File: src/rtl/flac_pkg.sv
// Shared FLAC fixed-predictor definitions, used by both the encoder and decoder paths.
package flac_pkg;

    localparam int MAX_FIXED_ORDER = 4;

    typedef enum logic [1:0] {
        IDLE,
        WARMUP,
        DECODE
    } fixedState_t;

    typedef logic [2:0] order_t;

endpackage

File: src/rtl/fixed_predictor.sv
// Combinational FLAC fixed predictor, orders 0-4; zero latency, no flow control.
// Constant multiplies are shift/add only so the tree stays shallow.
module fixed_predictor
    import flac_pkg::*;
#(
    parameter int SAMPLE_WIDTH = 16
) (
    input  order_t                  order,
    input  logic [SAMPLE_WIDTH-1:0] s1,
    input  logic [SAMPLE_WIDTH-1:0] s2,
    input  logic [SAMPLE_WIDTH-1:0] s3,
    input  logic [SAMPLE_WIDTH-1:0] s4,
    output logic [SAMPLE_WIDTH-1:0] p
);

    always_comb begin
        p = '0;
        case (order)
            3'd1:    p = s1;
            3'd2:    p = (s1 << 1) - s2;
            3'd3:    p = (s1 << 1) + s1 - (s2 << 1) - s2 + s3;
            3'd4:    p = (s1 << 2) - (s2 << 2) - (s2 << 1) + (s3 << 2) - s4;
            default: p = '0;
        endcase
    end

endmodule

File: src/rtl/fixed_decoder.sv
// Rebuilds PCM samples from FLAC fixed-predictor residuals; 1-cycle registered latency.
// No backpressure: one residual accepted per cycle, iEnable low freezes all state.
module fixed_decoder
    import flac_pkg::*;
#(
    parameter int SAMPLE_WIDTH = 16
) (
    input  logic                    iClock,
    input  logic                    iReset,
    input  logic                    iEnable,
    input  logic                    iStart,
    input  logic [2:0]              iOrder,
    input  logic                    iValid,
    input  logic [SAMPLE_WIDTH-1:0] iResidual,
    output logic                    oValid,
    output logic [SAMPLE_WIDTH-1:0] oSample,
    output logic                    oError
);

    typedef logic [SAMPLE_WIDTH-1:0] sample_t;

    fixedState_t state, stateNext, curState;
    order_t      order, orderNext, curOrder;
    logic [2:0]  warmCount, warmCountNext, curCount, countInc;
    sample_t     s1, s2, s3, s4;
    sample_t     s1Next, s2Next, s3Next, s4Next;
    sample_t     c1, c2, c3, c4;
    sample_t     pred, sampleNext;
    logic        validNext, errorNext;
    logic        start, valid, orderOk;

    assign start   = iEnable & iStart;
    assign valid   = iEnable & iValid;
    assign orderOk = (iOrder <= order_t'(MAX_FIXED_ORDER));

    // Predicts from the context the current input will actually see, so a
    // residual arriving with start uses the new order and a cleared history.
    fixed_predictor #(
        .SAMPLE_WIDTH(SAMPLE_WIDTH)
    ) uPredictor (
        .order(curOrder),
        .s1   (c1),
        .s2   (c2),
        .s3   (c3),
        .s4   (c4),
        .p    (pred)
    );

    always_comb begin
        curState      = state;
        curOrder      = order;
        curCount      = warmCount;
        c1            = s1;
        c2            = s2;
        c3            = s3;
        c4            = s4;
        errorNext     = 1'b0;
        validNext     = 1'b0;
        sampleNext    = oSample;

        if (start) begin
            if (orderOk) begin
                curState = (iOrder == 3'd0) ? DECODE : WARMUP;
                curOrder = iOrder;
                curCount = '0;
                c1       = '0;
                c2       = '0;
                c3       = '0;
                c4       = '0;
            end else begin
                curState  = IDLE;
                errorNext = 1'b1;
            end
        end

        countInc      = curCount + 3'd1;
        stateNext     = curState;
        orderNext     = curOrder;
        warmCountNext = curCount;
        s1Next        = c1;
        s2Next        = c2;
        s3Next        = c3;
        s4Next        = c4;

        if (valid && curState != IDLE) begin
            validNext  = 1'b1;
            sampleNext = (curState == WARMUP) ? iResidual : iResidual + pred;
            s1Next     = sampleNext;
            s2Next     = c1;
            s3Next     = c2;
            s4Next     = c3;
            if (curState == WARMUP) begin
                warmCountNext = countInc;
                if (countInc == curOrder) begin
                    stateNext = DECODE;
                end
            end
        end
    end

    always_ff @(posedge iClock or negedge iReset) begin
        if (!iReset) begin
            state     <= IDLE;
            order     <= '0;
            warmCount <= '0;
            s1        <= '0;
            s2        <= '0;
            s3        <= '0;
            s4        <= '0;
            oValid    <= 1'b0;
            oSample   <= '0;
            oError    <= 1'b0;
        end else begin
            state     <= stateNext;
            order     <= orderNext;
            warmCount <= warmCountNext;
            s1        <= s1Next;
            s2        <= s2Next;
            s3        <= s3Next;
            s4        <= s4Next;
            oValid    <= validNext;
            oSample   <= sampleNext;
            oError    <= errorNext;
        end
    end

endmodule

File: config.mk
export PLATFORM = sky130hd
export DESIGN_NAME = fixed_decoder
export DESIGN_NICKNAME = d
export VERILOG_FILES = /design/src/rtl/flac_pkg.sv /design/src/rtl/fixed_predictor.sv /design/src/rtl/fixed_decoder.sv
export SDC_FILE = /design/constraint.sdc
export NUM_CORES = 1
export LEC_CHECK = 0
export ABC_AREA = 1
export CORE_ASPECT_RATIO = 0.7
export CORE_MARGIN = 2
export CORE_UTILIZATION = 40
export CTS_CLUSTER_SIZE = 20
export DETAILED_ROUTE_END_ITERATION = 6
export SETUP_SLACK_MARGIN = 0.05
export SYNTH_ARGS = -nofsm -noshare
export SYNTH_HDL_FRONTEND = slang
export SYNTH_SLANG_ARGS = --single-unit
File: constraint.sdc
create_clock -name iClock -period 12.3 [get_ports iClock]
set_input_delay 2.46 -clock iClock [delete_from_list [all_inputs] [get_ports iClock]]
set_output_delay 2.46 -clock iClock [all_outputs]
set_load 0.01 [all_outputs]
Word level (Yosys, flattened, before mapping) --
Index checks and enable logic that the tools add are counted. Widths: inputs -> output; s select.
Cells by class: add/sub/neg operators 11, multiply operators 0, div/mod/pow operators 0, $lt $le $gt $ge 1, equal/unequal tests 6, shift-type cells 0, mux-type cells 29, bitwise gates (word level) 2, reduce and logical (&&, ||, !) cells 3
Operator list (number):
- $mux 16 | 13
- $sub 16x16->16 | 6
- $add 16x16->16 | 4
- $pmux 16 s4 | 1
- $mux 3 | 6
- $mux 2 | 6
- $eq 3x2->1 const B | 2
- $add 3x1->3 const B | 1
- $eq 3x1->1 const B | 1
- $eq 3x3->1 | 1
- $eq 3x3->1 const B | 1
- $le 3x3->1 const B | 1
- $logic_not 3->1 | 1
- $mux 1 | 3
- $and 1x1->1 | 2
- $eq 2x1->1 const B | 1
- $reduce_bool 2->1 | 1
- $logic_and 1x1->1 | 1
Word-level totals: bits in registers 90, latch bits 0, memory bits (writable) 0, bits in read-only memories 0, output and inout bits 18, logic and storage cells 62, memories kept 0

Depth between registers and ports, before layout --
Gate-level depths: netlist (run 1).
depth after elaboration 11, gate-level depth with buffers 43

Cells and area by module --
From an unflattened synthesis (run 1), not the netlist that was laid out.
Second synthesis, totals: cell total of the unflattened synthesis 1523, area total of the unflattened synthesis 10356.2 µm²
By module, submodules not included:
- fixed_predictor | instances 1, cells an instance 841, area an instance 5353.9 µm²
- fixed_decoder | instances 1, cells an instance 682, area an instance 5002.3 µm²

Least setup slack after synthesis (run 1) --
OpenSTA, ideal clock, no wires.
kind input to register, from input port iOrder[0], to register oSample[15], arrival time 8.232 ns, required time 12.181 ns, path slack 3.949 ns, stages 34, cells stage by stage nor2_1 > inv_1 > ha_1 > inv_2 > nand3_2 > buf_2 > buf_1 > buf_1 > nand2_1 > ha_1 > inv_1 > ha_1 > fa_1 > inv_1 > ha_1 > inv_1 > fa_1 > o31ai_1 > a21oi_1 > or2_2 > nand2_1 > a21oi_1 > or2_2 > nand3_1 > o2111ai_1 > ha_1 > a21o_1 > a221o_1 > a31oi_1 > nand3_1 > nand3_1 > nand2_1 > nand3_1 > nand2_1
Between the ends: longest elaborated chain between the ends 10, elaborated cells on any way between the ends 34, those cells by class 10 x add/sub; 1 x order compare; 5 x eq/ne; 15 x mux; 3 x reduce/logical
Ends and longest elaborated chain:
- start, declared | RTL line fixed_decoder.sv:12 | input logic [2:0] iOrder,
- $le 3x3->1 | RTL line fixed_decoder.sv:34 | assign orderOk = (iOrder <= order_t'(MAX_FIXED_ORDER));
- $mux 16 | RTL line fixed_decoder.sv:62 | if (orderOk) begin
- $mux 16 | RTL line fixed_decoder.sv:61 | if (start) begin
- $add 16x16->16 or $sub 16x16->16 (tied branches) | RTL line fixed_predictor.sv:21, fixed_predictor.sv:22
- $sub 16x16->16 (on tied branches) | RTL line fixed_predictor.sv:21, fixed_predictor.sv:22
- $sub 16x16->16 or $add 16x16->16 (tied branches) | RTL line fixed_predictor.sv:21, fixed_predictor.sv:22
- $add 16x16->16 or $sub 16x16->16 (tied branches) | RTL line fixed_predictor.sv:21, fixed_predictor.sv:22
- $pmux 16 s4 | RTL line fixed_predictor.sv:18 | case (order)
- $add 16x16->16 | RTL line fixed_decoder.sv:87 | sampleNext = (curState == WARMUP) ? iResidual : iResidual + pred;
- $mux 16 | RTL line fixed_decoder.sv:87
- end signal, assigned | RTL line fixed_decoder.sv:122 | oSample <= sampleNext;
- end, declared | RTL line fixed_decoder.sv:16 | output logic [SAMPLE_WIDTH-1:0] oSample,
Several ways; a longest one is shown, not always the timed one. A chain may end at the register's enable or synchronous reset.

Final worst setup path (run 1) --
from input port iOrder[0], to register s1[15]
Between the ends: longest elaborated chain between the ends 11, elaborated cells on any way between the ends 35, those cells by class 10 x add/sub; 1 x order compare; 5 x eq/ne; 16 x mux; 3 x reduce/logical
Ends and longest elaborated chain:
- $le 3x3->1 | RTL line fixed_decoder.sv:34
- $mux 16 | RTL line fixed_decoder.sv:62
- $mux 16 | RTL line fixed_decoder.sv:61
- $add 16x16->16 or $sub 16x16->16 (tied branches) | RTL line fixed_predictor.sv:21, fixed_predictor.sv:22
- $sub 16x16->16 (on tied branches) | RTL line fixed_predictor.sv:21, fixed_predictor.sv:22
- $sub 16x16->16 or $add 16x16->16 (tied branches) | RTL line fixed_predictor.sv:21, fixed_predictor.sv:22
- $add 16x16->16 or $sub 16x16->16 (tied branches) | RTL line fixed_predictor.sv:21, fixed_predictor.sv:22
- $pmux 16 s4 | RTL line fixed_predictor.sv:18
- $add 16x16->16 | RTL line fixed_decoder.sv:87
- $mux 16 | RTL line fixed_decoder.sv:87
- $mux 16 (*) | RTL line fixed_decoder.sv:85 | if (valid && curState != IDLE) begin
- net s1Next[15] | RTL line fixed_decoder.sv:26 | sample_t s1Next, s2Next, s3Next, s4Next;
- end signal, assigned | RTL line fixed_decoder.sv:117 | s1 <= s1Next;
- end, declared | RTL line fixed_decoder.sv:25 | sample_t s1, s2, s3, s4;
The timed path passes the listed nets; every way through them passes the cells marked *.

==> impl_metrics.ini, run 1 <==
[synth]
synth_cell_types = 56
yosys.area.top_type = dfrtp_1
async_flop_share_pct = 100.0
syn_nets = 1391
synth_seq_cells = 90
avgSynthCellArea_um2 = 7.422
netlist_top_cells_area = dfrtp_1 (25%), fa_1 (16%), nand2_1 (12%)
muxShareOfSynthArea_pct = 0.1094
synth_simple_gate_area_share_pct = 22.82
synth_seq_area_share_pct = 24.61
syn_inst = 1233
synth_edf_count = 0
synth_area_um2 = 9151
synthAdderAreaFrac_pct = 24.31
yosysWarningCount = 0
synth_top_family_by_area = adder cells
synth-compound-area-share_pct = 15.08
synth_top_area_share_pct = 24.61
synthXorXnorAreaFrac_pct = 2.393
synth_ff_type = dfrtp_1

[cts]
clkTransAtPathRegs_ns = 0.07
cts.sinks = 90
cts_setup_buffers = 0
cts_resized = 0
cts_hold_buf = 0
cts_made_buffers = 9
cts_buffer_depth = 2
cts_tree = yes
clockRootBuffer = clkbuf_16
clock_latency_ns = 0.37
cts_max_level = 3

[finish]
final_nets = 1424
drive_gt1_share_pct = 4.563
multi_input_area_um2 = 5933
n_antenna_cell = 0
seq_area_um2 = 2252
fill_cells = 2354
syn2layout_area_growth_pct = 11.12

[drt]
routed_wl_um = 26020
vias_per_cell = 5.090
drtPass1Iterations = 6
wire_per_inst_um = 16.44
drc = 0
vias = 8058
drtIter0Drc = 772
ant_nets = 0

[die]
dieArea_um2 = 24120
die_w_um = 184.8
start_util_pct = 40.56
fp-row-count = 46
io_pins = 42
dieHeight_um = 130.6
fp.coreArea_um2 = 22560

[global_route]
grt_max_degree = 91
grt_pass1_vias = 7606
overflow = 0
grt_pass1_wl_um = 42660
gr-usage-all-layers_pct = 23.36
grt_antenna_before_repair = 0

[timing]
finalCritPeriodShare_pct = 80.19
finalSetupViolCount = 0
max_freq_ghz = 0.1014
skew_ns = 0.01055
fin_setup_tns_ns = 0
hold_viol_final = 0
min_period_ns = 9.864
tightest_slew_ns = 0.8749
finalMaxSlewViolations = 0
holdWs_ns = 0.4834
timing.slew.headroom_pct = 41.67
grt_setup_unrepaired = false

[worst_setup_path]
crit_type = input port to flip-flop
critPathArrivalTime_ns = 10.12
worst_setup_path_end_kind = flip-flop
cpMostUsedCell = ha_1
startpoint_type = input port
critPathMaxFanout = 30
cpPeakStageDelay_ns = 0.58
cpMaxStageDelayCell = nand3_2
crit_required_ns = 12.55

[placed_design]
gp_congestion = 0.9550
dpl.hpwl_um = 20660
port_buffers = 41

[hold_path]
worstHoldPathType = flip-flop to flip-flop

[job]
maxCapViolCount = 0

[outcome]
status = finished, final reports clean
-- synthesized netlist by cell type (9+ instances only) --
master / number
nand2_1: 298
inv_1: 223
o21ai_0: 99
dfrtp_1: 90
nor2_1: 76
fa_1: 73
a21oi_1: 69
nand3_1: 63
ha_1: 61
xor2_1: 16
or2_2: 14
clkbuf_1: 13
nor3_1: 13
xnor2_1: 9
-- flip-flops by register name, indices dropped and copies added (netlist names) --
signal	flops
oSample	16
s1	16
s2	16
s3	16
s4	16
order	3
warmCount	3
state	2
oError	1
oValid	1
-- placed cells by master, fill, tap and decap left out, types with 3 or more instances in the layout --
cell type / count
clkdlybuf4s50_1: 40
nor2_1: 76
nand3_1: 63
fa_1: 73
a31oi_1: 7
o21bai_1: 4
o211ai_1: 7
or2_2: 14
a32oi_1: 5
o21ai_1: 5
dfrtp_1: 90
nand4_1: 8
nand3b_1: 4
xnor2_1: 9
a21oi_1: 68
nand2_1: 298
clkbuf_16: 9
ha_1: 61
o2111ai_1: 6
a21boi_0: 4
inv_6: 5
nor3_1: 13
a21o_1: 4
xor2_1: 16
o21ai_0: 99
buf_4: 6
o31ai_1: 4
inv_1: 223
a22oi_1: 4
nand2_2: 3
inv_2: 6
nor2_2: 3
-- routing by layer --
layer  vias to the layer above  global-route usage [%]  share of wire (%)
li1                       4033                       -                  -
met1                      3792                   38.57                 55
met2                       222                   30.65                 38
met3                        11                   4.629                6.8
met4                         0                   4.482               0.78
met5                         -                       0                  0
-- through the flow --
step | cell area, um^2 | instances | setup WS [ns] | util [%]
5_1_grt | 10170 | 1583 | 1.903 | 45.07
6_report | 10170 | 1583 | 2.436 | 45.07
2_1_floorplan | 9151 | 1233 | 3.949 | -
3_3_place_gp | 9884 | 1567 | 2.360 | 43.81
4_1_cts | 10170 | 1583 | 2.529 | 45.07
3_5_place_dp | 9884 | 1567 | 2.164 | 43.81
-- logic make-up (layout without fill, tap and decap cells) --
family	Yosys count	after routing
adders and majority gates	134	134
DFF	90	90
xor gates and xnor gates	25	25
muxes	1	1
buffers and inverters	254	292
and+or+nand+nor	492	492
AOI/OAI and AO/OA	237	237
-- critical path, delay by kind of cell --
family / cells / cell delay [ns]
simple gates: 12 / 2.45
buf+inv: 7 / 0.95
compound gates: 7 / 1.64
fa+ha+maj: 8 / 2.58
-- worst paths after layout --
check / startpoint / endpoint / slack (ns) / cells past startpoint
worst max-delay path: iOrder[0] / s1[15] / 2.44 / 34
worst min-delay path: oSample[1] / oSample[1] / 0.48 / 2
worst max register to register: s2[3] / s1[13] / 6.05 / 31
worst min register to register: oSample[1] / oSample[1] / 0.48 / 2
max in group asynchronous: iReset / oSample[11] / 9.14 / 2
min in group asynchronous: iReset / s3[5] / 2.05 / 1
-- cell type report --
type                       count  area share (%)
clock buffer                  10           2.252
clock inverter                 6          0.5414
inverter                     230           8.490
multi-input combinational    889           58.35
sequential                    90           22.15
tap                          312           3.839
timing repair buffer          46           4.380
Power of run 1 is not shown: default switching activity piles up to over one toggle a cycle in this logic, so the estimate is an artifact.
==> run 2, diff against run 1 <==
==> constraint.sdc (replaced) <==
create_clock -name iClock -period 9.45 [get_ports iClock]
set_input_delay 1.89 -clock iClock [delete_from_list [all_inputs] [get_ports iClock]]
set_output_delay 1.89 -clock iClock [all_outputs]
set_load 0.01 [all_outputs]
==> impl_metrics.ini, run 2 (synthesis gave the netlist of run 1 again) <==
[drt]
drtPass1Iterations = 5
vias_per_cell = 5.092
drc = 0
drtIter0Drc = 688
routed_wl_um = 26610
vias = 8111
wire_per_inst_um = 16.70
ant_nets = 0

[finish]
final_common_cell = nand2_1
mostFrequentLayoutCells = nand2_1 (298), inv_1 (223), o21ai_0 (99)
n_antenna_cell = 0
syn2layout_area_growth_pct = 11.98
final_nets = 1434
drive_gt1_share_pct = 5.152

[cts]
cts_buffer_depth = 2
cts_tree = yes
clockRootBuffer = clkbuf_16
clkTransAtPathRegs_ns = 0.07
cts_resized = 0
cts_max_level = 3
cts.sinks = 90
cts_hold_buf = 0
cts_setup_buffers = 0
clock_latency_ns = 0.37
cts_made_buffers = 9

[timing]
min_period_ns = 8.718
grt_setup_unrepaired = false
hold_viol_final = 0
finalMaxSlewViolations = 0
max_freq_ghz = 0.1147
fin_setup_tns_ns = 0
finalCritPeriodShare_pct = 92.25
finalSetupViolCount = 0
skew_ns = 0.01249
timing.slew.headroom_pct = 41.28
tightest_slew_ns = 0.8796

[global_route]
grt_antenna_before_repair = 0
grt_max_degree = 91
gr-usage-all-layers_pct = 23.55
grt_pass1_wl_um = 42910
overflow = 0
grt_pass1_vias = 7873

[hold_path]
holdPathStages = 2
worstHoldPathType = flip-flop to flip-flop

[worst_setup_path]
critPathArrivalTime_ns = 8.97
critPathLaunch = iOrder[0]
r2r_slack_ns = 2.96
cpPeakStageDelay_ns = 0.60
critPathMaxFanout = 8
timing.rr.end = s1[15]
cpMaxStageDelayCell = o31ai_1
crit_end = s1[15]
worst_setup_path_end_kind = flip-flop
reg2reg_depth = 28
startpoint_type = input port
rr_startpoint = s2[3]
crit_type = input port to flip-flop
cpMostUsedCell = ha_1
crit_required_ns = 9.70

[job]
maxCapViolCount = 0

[die]
start_util_pct = 40.56
dieHeight_um = 130.6
fp-row-count = 46
io_pins = 42
die_w_um = 184.8
fp.coreArea_um2 = 22560
dieArea_um2 = 24120

[placed_design]
port_buffers = 41
gp_congestion = 0.9452
dpl.hpwl_um = 21130

[outcome]
status = finished, final reports clean
run 2: changes by cell type in the layout (fill, tap and decap cells not counted), sizes merged:
| cell | change |
|---|---|
| clkbuf | +3 |
| inv | -6 |
| clkinvlp | +1 |
| clkinv | +2 |
| buf | +10 |
run 2: worst min-delay path by stage:
| stage | slack, ns | from | end |
|---|---|---|---|
| detailed placement | 0.47 | oSample[11] | oSample[11] |
| global route | 0.51 | oSample[9] | oSample[9] |
| floorplan | 0.48 | s3[2] | s4[2] |
| global placement | 0.47 | oSample[0] | oSample[0] |
| finish | 0.49 | oSample[4] | oSample[4] |
| CTS | 0.49 | oSample[0] | oSample[0] |
run 2: metrics by stage:
stage          cell area [um^2]  hold WS, ns  util [%]  std cells  setup WS [ns]
2_1_floorplan              9151       0.4782         -       1233          1.669
3_3_place_gp               9972       0.4673     44.20       1577         0.6234
3_5_place_dp               9972       0.4701     44.20       1577         0.4408
4_1_cts                   10250       0.4889     45.42       1593         0.8314
5_1_grt                   10250       0.5083     45.42       1593         0.2516
6_report                  10250       0.4876     45.42       1593         0.7322
run 2: routing by layer:
metal	wire length, um	global-route usage [%]
met1	14520	39.04
met3	2090	4.656
met2	9706	30.43
met5	0	0
met4	286	5.182
run 2: layout make-up:
class                   instances  area [um^2]
fillers                      2309        12310
multi-input cells             889         5933
flip-flops and latches         90         2252
inverters                     230        863.3
repair buffers                 56        533.0
well taps                     312        390.4
clock buffers                  13        250.2
clock inverters                 3        25.02
run 2: critical path, delay by kind of cell:
| family | cells | cell delay, ns |
|---|---|---|
| compound gates | 7 | 1.75 |
| buf+inv | 7 | 0.95 |
| fa+ha+maj | 8 | 2.61 |
| simple gates | 12 | 1.78 |
Power of run 2 is left out for the same reason.
==> run 3, diff against run 2 <==
--- a/config.mk
+++ b/config.mk
@@ -9,8 +9,10 @@
 export CORE_ASPECT_RATIO = 0.7
 export CORE_MARGIN = 2
 export CORE_UTILIZATION = 40
+export CTS_BUF_LIST = sky130_fd_sc_hd__clkbuf_4 sky130_fd_sc_hd__clkbuf_8
 export CTS_CLUSTER_SIZE = 20
 export DETAILED_ROUTE_END_ITERATION = 6
+export GPL_TIMING_DRIVEN = 0
 export SETUP_SLACK_MARGIN = 0.05
 export SYNTH_ARGS = -nofsm -noshare
 export SYNTH_HDL_FRONTEND = slang
==> impl_metrics.ini, run 3 (synthesis gave the netlist of run 1 again) <==
[cts]
clkTransAtPathRegs_ns = 0.10
clock_latency_ns = 0.41
cts_max_level = 3
clockRootBuffer = clkbuf_8
cts_made_buffers = 9
cts.sinks = 90
cts_buffer_depth = 2
cts_tree = yes
cts_setup_buffers = 0

[die]
die_w_um = 184.8
dieHeight_um = 130.6
fp-row-count = 46
dieArea_um2 = 24120
fp.coreArea_um2 = 22560
io_pins = 42
start_util_pct = 40.56

[drt]
drc = 0
routed_wl_um = 28980
drtPass1Iterations = 5
wire_per_inst_um = 18.08
ant_nets = 0
drtIter0Drc = 781
vias_per_cell = 5.161
vias = 8273

[worst_setup_path]
crit_type = input port to flip-flop
cpMaxStageDelayCell = clkdlybuf4s50_1
worst_setup_path_end_kind = flip-flop
critPathMaxFanout = 10
critPathArrivalTime_ns = 9.22
startpoint_type = input port
cpMostUsedCell = ha_1
cpPeakStageDelay_ns = 0.52
crit_required_ns = 9.76

[placed_design]
gp_congestion = 0.9464
dpl.hpwl_um = 23320
port_buffers = 41

[global_route]
grt_max_degree = 56
gr-usage-all-layers_pct = 25.69
overflow = 0
grt_pass1_wl_um = 45880
grt_pass1_vias = 8087
grt_antenna_before_repair = 0

[finish]
drive_gt1_share_pct = 5.112
syn2layout_area_growth_pct = 11.46
final_nets = 1444
mostFrequentLayoutCells = nand2_1 (297), inv_1 (223), o21ai_0 (99)
n_antenna_cell = 0
final_common_cell = nand2_1

[timing]
min_period_ns = 8.911
finalMaxSlewViolations = 0
skew_ns = 0.01557
tightest_slew_ns = 1.002
holdWs_ns = 0.4854
timing.slew.headroom_pct = 33.18
grt_setup_unrepaired = false
finalCritPeriodShare_pct = 94.30
max_freq_ghz = 0.1122
hold_viol_final = 0
finalSetupViolCount = 0

[outcome]
status = finished, final reports clean

[hold_path]
worstHoldPathType = flip-flop to flip-flop

[job]
maxCapViolCount = 0
==> run 3: repair_timing <==
item	CTS	global route
setup endpoints to repair	12	10
pin swaps	0	0
resized for setup	2	6
endpoints found under the hold margin	0	0
gates cloned	0	0
hold buffers	0	0
==> run 3: metal layers <==
metal	global-route usage, %	wire, um	vias up
met1	40.38	14810	3929
met5	0	0	-
met3	5.571	2565	18
met4	5.369	360	0
li1	-	-	4065
met2	35.69	11240	261
==> run 3: per-stage QoR <==
stage / util, % / cells / setup slack [ns] / instance area (um^2) / TNS, ns
floorplan: - / 1233 / 1.669 / 9151 / 0
finish: 45.21 / 1603 / 0.5388 / 10200 / 0
detailed placement: 44.22 / 1587 / -0.8982 / 9977 / -9.481
CTS: 45.15 / 1603 / 0.1884 / 10190 / 0
global placement: 44.11 / 1586 / -0.8573 / 9952 / -9.219
global route: 45.21 / 1603 / 0.1242 / 10200 / 0
==> run 3: layout make-up <==
cell class / count / area (um^2)
clock buffer: 11 / 145.1
clock inverter: 5 / 61.31
sequential: 90 / 2252
inverter: 230 / 863.3
timing repair buffer: 42 / 435.4
multi-input combinational: 889 / 5929
fill: 2329 / 12360
tap: 312 / 390.4
buffer: 24 / 122.6
==> run 3: worst max-delay path, delay by kind of cell <==
family / cells / cell delay (ns)
AOI/OAI and AO/OA: 7 / 1.55
adders and majority gates: 7 / 2.32
buffers and inverters: 9 / 1.76
and+or+nand+nor: 12 / 1.65
==> run 3: worst paths after layout <==
kind                       slack, ns  cells past startpoint       start          to
max                             0.54                     35   iOrder[0]      s1[15]
max reg2reg                     2.96                     28       s2[4]      s1[15]
min reg2reg                     0.49                      2  oSample[1]  oSample[1]
max in group asynchronous       7.34                      2      iReset  oSample[6]
min                             0.49                      2  oSample[1]  oSample[1]
min in group asynchronous       1.45                      1      iReset       s4[4]
Power of run 3 is left out for the same reason.
